## src/rtl/key_filter.sv

```systemverilog
// rtl/key_filter.sv - play-button synchroniser/debouncer with press/release pulses and debounced level.
// Long-press detection is built only when KEY_FILTER_LONG_PRESS_EN is defined; otherwise long_flag is 0.
module key_filter #(
    parameter int DB_CYCLES   = 1_000_000,
    parameter int LONG_CYCLES = 50_000_000
) (
    input  logic clk,
    input  logic rst_n,
    input  logic key_in,
    output logic key_state,
    output logic key_flag,
    output logic key_release,
    output logic long_flag
);

    typedef enum logic [1:0] {
        IDLE      = 2'b00,
        FILTER_DN = 2'b01,
        DOWN      = 2'b11,
        FILTER_UP = 2'b10
    } state_t;

    localparam logic [23:0] DB_LAST = 24'(DB_CYCLES - 1);

    if (DB_CYCLES < 2 || DB_CYCLES > ((1 << 24) - 1) ||
        LONG_CYCLES < 2 || LONG_CYCLES > ((1 << 26) - 1)) begin : g_bad_params
        $error("key_filter: DB_CYCLES or LONG_CYCLES out of range");
    end

    logic        s1_q;
    logic        key_sync_q;
    state_t      state_q;
    logic [23:0] db_cnt_q;
    logic        key_state_q;
    logic        key_flag_q;
    logic        key_release_q;
    logic        db_at_last;

    // Sync flops reset high so a held key is not seen until a full debounce after reset.
    always_ff @(posedge clk or negedge rst_n) begin
        if (!rst_n) begin
            s1_q       <= 1'b1;
            key_sync_q <= 1'b1;
        end else begin
            s1_q       <= key_in;
            key_sync_q <= s1_q;
        end
    end

    assign db_at_last = (db_cnt_q == DB_LAST);

    always_ff @(posedge clk or negedge rst_n) begin
        if (!rst_n) begin
            state_q       <= IDLE;
            db_cnt_q      <= '0;
            key_state_q   <= 1'b1;
            key_flag_q    <= 1'b0;
            key_release_q <= 1'b0;
        end else begin
            key_flag_q    <= 1'b0;
            key_release_q <= 1'b0;
            case (state_q)
                IDLE: begin
                    if (!key_sync_q) begin
                        state_q  <= FILTER_DN;
                        db_cnt_q <= '0;
                    end
                end
                FILTER_DN: begin
                    if (key_sync_q) begin
                        state_q  <= IDLE;
                        db_cnt_q <= '0;
                    end else if (db_at_last) begin
                        state_q     <= DOWN;
                        db_cnt_q    <= '0;
                        key_flag_q  <= 1'b1;
                        key_state_q <= 1'b0;
                    end else begin
                        db_cnt_q <= db_cnt_q + 24'd1;
                    end
                end
                DOWN: begin
                    if (key_sync_q) begin
                        state_q  <= FILTER_UP;
                        db_cnt_q <= '0;
                    end
                end
                FILTER_UP: begin
                    if (!key_sync_q) begin
                        state_q  <= DOWN;
                        db_cnt_q <= '0;
                    end else if (db_at_last) begin
                        state_q       <= IDLE;
                        db_cnt_q      <= '0;
                        key_release_q <= 1'b1;
                        key_state_q   <= 1'b1;
                    end else begin
                        db_cnt_q <= db_cnt_q + 24'd1;
                    end
                end
                default: begin
                    state_q  <= IDLE;
                    db_cnt_q <= '0;
                end
            endcase
        end
    end

`ifdef KEY_FILTER_LONG_PRESS_EN
    localparam logic [25:0] LONG_LAST = 26'(LONG_CYCLES - 1);

    logic [25:0] long_cnt_q;
    logic        long_flag_q;
    logic        press_done;

    assign press_done = (state_q == FILTER_DN) && !key_sync_q && db_at_last;

    // Counter runs one past LONG_LAST and parks there, giving a single pulse per press.
    always_ff @(posedge clk or negedge rst_n) begin
        if (!rst_n) begin
            long_cnt_q  <= '0;
            long_flag_q <= 1'b0;
        end else begin
            long_flag_q <= 1'b0;
            if (press_done) begin
                long_cnt_q <= '0;
            end else begin
                case (state_q)
                    DOWN: begin
                        if (long_cnt_q == LONG_LAST) begin
                            long_flag_q <= 1'b1;
                            long_cnt_q  <= long_cnt_q + 26'd1;
                        end else if (long_cnt_q < LONG_LAST) begin
                            long_cnt_q <= long_cnt_q + 26'd1;
                        end
                    end
                    FILTER_UP: long_cnt_q <= long_cnt_q;
                    default:   long_cnt_q <= '0;
                endcase
            end
        end
    end

    assign long_flag = long_flag_q;
`else
    assign long_flag = 1'b0;
`endif

    assign key_state   = key_state_q;
    assign key_flag    = key_flag_q;
    assign key_release = key_release_q;

endmodule

```

## config.mk

```make
export PLATFORM = sky130hd
export DESIGN_NAME = key_filter
export DESIGN_NICKNAME = d
export VERILOG_FILES = /design/src/rtl/key_filter.sv
export SDC_FILE = /design/constraint.sdc
export NUM_CORES = 1
export LEC_CHECK = 0
export ABC_AREA = 1
export CAP_MARGIN = 5
export CORE_AREA = 2 2 80 82
export DETAILED_ROUTE_END_ITERATION = 7
export DIE_AREA = 0 0 82 84
export PLACE_DENSITY = 0.62
export SETUP_SLACK_MARGIN = 0.15
export SKIP_CTS_REPAIR_TIMING = 1
export SLEW_MARGIN = 20
export SYNTH_ARGS = -nofsm -noshare
export SYNTH_HDL_FRONTEND = slang
export SYNTH_SLANG_ARGS = --single-unit
```

## constraint.sdc

```tcl
create_clock -name clk -period 2.44 [get_ports clk]
set_input_delay 0.244 -clock clk [delete_from_list [all_inputs] [get_ports clk]]
set_output_delay 0.244 -clock clk [all_outputs]
set_load 0.01 [all_outputs]
```

==> results.py <==
metrics = {
    "floorplan": {
        "die_h_um": 84,
        "die_w_um": 82,
        "initial_core_util_pct": 34.0,
        "std_cell_rows": 29,
        "die-area_um2": 6890,
        "fp.coreArea_um2": 6100,
        "ios": 7,
    },
    "grt": {
        "grt_pass1_wl_mm": 7.62,
        "first_global_vias": 1667,
        "track_usage_pct": 14.1,
        "antenna_found_initial": 0,
        "grt_max_degree": 32,
        "grt_overflow": 0,
    },
    "final_layout": {
        "synthToLayoutAreaGrowth_pct": 9.53,
        "layout-drive-gt1-share_pct": 14.2,
        "multi_input_area_um2": 1120,
        "fin_nets": 302,
        "diodes": 0,
        "seq_area_um2": 779,
        "fill_cells": 648,
    },
    "synth": {
        "ys_types": 29,
        "synth.yosys.seq_area_share_pct": 37.6,
        "ys_warn_count": 0,
        "synth_area_leaders": "dfrtp_1 (34%), nand2_1 (17%), nor2_1 (6.2%)",
        "syn_area_um2": 2070,
        "yosys.area.top_type": "dfrtp_1",
        "synth_top_area_share_pct": 33.8,
        "avgSynthCellArea_um2": 7.28,
        "syn-num-nets": 293,
        "ys_ff_latch": 31,
        "syn_inst": 285,
    },
    "placed_design": {
        "pre_cts_ws_ns": 0.657,
        "port_buffers": 5,
        "dp_hpwl_mm": 3.20,
        "gp_congestion": 0.845,
    },
    "clocking": {
        "cts-root-buf": "clkbuf_8",
        "cts_made_buffers": 5,
        "cts_max_path_buffers": 2,
        "cts_tree": "built",
        "clk_latency_ns": 0.28,
        "clock_sinks": 31,
        "htree_levels": 2,
        "path_clk_slew_ns": 0.06,
    },
    "worst_setup_path": {
        "slowest_stage": "dfrtp_1",
        "crit_path_start_kind": "flop",
        "path_cells": "inv_1, ha_1, o21ai_2, inv_2, nor2_4, nand3_4, o21ai_0",
        "max_stage_delay_ns": 0.40,
        "cp_top_family": "flip-flops",
        "critical_path_class": "reg2reg",
        "worstPathRequired_ns": 2.64,
        "cp_num_buf_inv": 2,
        "crit_arrival_ns": 1.94,
        "end_kind": "flop",
        "cp_max_fo": 21,
    },
    "route": {
        "drtPass1Iterations": 4,
        "drtIter0Drc": 94,
        "viasPerCell": 4.53,
        "ant_nets": 0,
        "wl_per_cell_um": 11.1,
        "drc": 0,
        "wl_mm": 4.12,
        "vias": 1686,
    },
    "sta": {
        "setup_ws_ns": 0.700,
        "tns_ns": 0,
        "rsz0062_at_grt": "false",
        "finalSetupViolCount": 0,
        "finalHoldViolations": 0,
        "slew_violations": 0,
        "fin_skew_ns": 0.00871,
        "period_share_pct": 71.3,
        "period_needed_ns": 1.74,
        "fmax_ghz": 0.575,
    },
    "power": {
        "leakagePower_nw": 0.964,
        "p_per_area_nw_per_um2": 593,
        "irDropWorstVdd_mv": 0.295,
    },
    "run_status": {
        "status": "complete, no violations",
    },
    "job": {
        "maxCapViolCount": 0,
    },
    "worst_hold_path": {
        "hold_class": "in2async",
    },
}
## synthesized netlist by cell type (all sizes together)
library cell  count
nand2            98
nor2             44
nand4             5
nand3b            1
a21oi             8
o21bai            2
clkbuf            1
buf               4
xnor2             1
xor2             11
ha                5
and2              1
o21ai            17
conb              1
dfrtp            28
nand3            18
nor3              1
inv              36
dfstp             3
## layout by cell type (no fill, tap or decap)
cell type / synthesis / layout
nand2_1: 93 / 93
nor2_1: 34 / 34
inv_1: 32 / 32
dfrtp_1: 28 / 28
nand3_1: 16 / 16
o21ai_2: 11 / 11
xor2_1: 11 / 11
a21oi_1: 8 / 8
o21ai_0: 6 / 6
nor2_2: 5 / 5
nor2_4: 5 / 5
nand4_1: 5 / 5
ha_1: 5 / 5
clkbuf_8: 0 / 5
clkdlybuf4s50_1: 0 / 5
inv_2: 4 / 4
nand2_2: 3 / 3
clkbuf_1: 1 / 3
dfstp_2: 3 / 3
nand2_4: 2 / 2
o21bai_1: 2 / 2
buf_4: 2 / 2
nand3_2: 1 / 1
nand3_4: 1 / 1
xnor2_1: 1 / 1
and2_1: 1 / 1
nand3b_1: 1 / 1
nor3_1: 1 / 1
conb_1: 1 / 1
## flip-flops by register name (all words and copies together), names as in the netlist
name / flops
s1_q: 1
key_sync_q: 1
key_release: 1
key_flag: 1
state_q: 2
db_cnt_q: 24
key_state: 1
## layer usage
| layer | wire [um] | part of all wire, % | vias up | track usage (%) |
|---|---|---|---|---|
| met5 | 0 | 0 | - | 0 |
| met4 | 91 | 2.2 | 0 | 5.00 |
| met3 | 70 | 1.7 | 8 | 2.92 |
| met2 | 1990 | 48 | 15 | 23.1 |
| met1 | 1970 | 48 | 765 | 18.2 |
| li1 | - | - | 898 | - |
## where the power goes
| part | total, mW | switching (mW) | leakage [nW] | internal (mW) |
|---|---|---|---|---|
| clock network | 0.382 | 0.179 | 0.0395 | 0.202 |
| registers | 0.575 | 0.0318 | 0.420 | 0.544 |
| logic | 0.390 | 0.276 | 0.505 | 0.114 |
| total | 1.35 | 0.487 | 0.964 | 0.860 |
## final timing paths
path | from | to | slack (ns) | depth (start not counted)
setup / recovery | state_q[0]$_DFFE_PN0P_ | db_cnt_q[0]$_DFFE_PN0P_ | 0.70 | 7
hold / removal | rst_n | db_cnt_q[5]$_DFFE_PN0P_ | 0.36 | 2
setup reg to reg | state_q[0]$_DFFE_PN0P_ | db_cnt_q[0]$_DFFE_PN0P_ | 0.70 | 7
hold reg to reg | s1_q$_DFF_PN1_ | key_sync_q$_DFF_PN1_ | 0.36 | 0
max in group asynchronous | rst_n | key_sync_q$_DFF_PN1_ | 1.76 | 2
min in group clk | s1_q$_DFF_PN1_ | key_sync_q$_DFF_PN1_ | 0.36 | 0
## layout make-up
cell class	instances	area share (%)
clock buffer	8	3.52
inverter	36	5.95
multi-input combinational	213	49.1
sequential	31	34.3
tap	77	4.24
timing repair buffer	7	2.86
## stage by stage
stage          hold slack (ns)  power, mW  utilization [%]  instances  instance area (um2)
2_1_floorplan          -0.0516      0.914                -        285                 2070
3_3_place_gp             0.346      0.970             36.0        364                 2190
3_5_place_dp             0.348      0.982             36.0        364                 2190
4_1_cts                  0.357       1.37             37.3        372                 2270
5_1_grt                  0.363       1.45             37.3        372                 2270
6_report                 0.355       1.35             37.3        372                 2270
## cell families (layout without fill, tap and decap cells)
kind of cell / count (synthesis) / after routing / synth area share [%]
compound gates: 27 / 27 / 8.75
simple gates: 168 / 168 / 36.8
flops: 31 / 31 / 37.6
fa+ha+maj: 5 / 5 / 3.02
xor+xnor: 12 / 12 / 5.07
other cells: 1 / 1 / 0.181
buf+inv: 41 / 51 / 8.62
(Power assumes the default switching activity.)
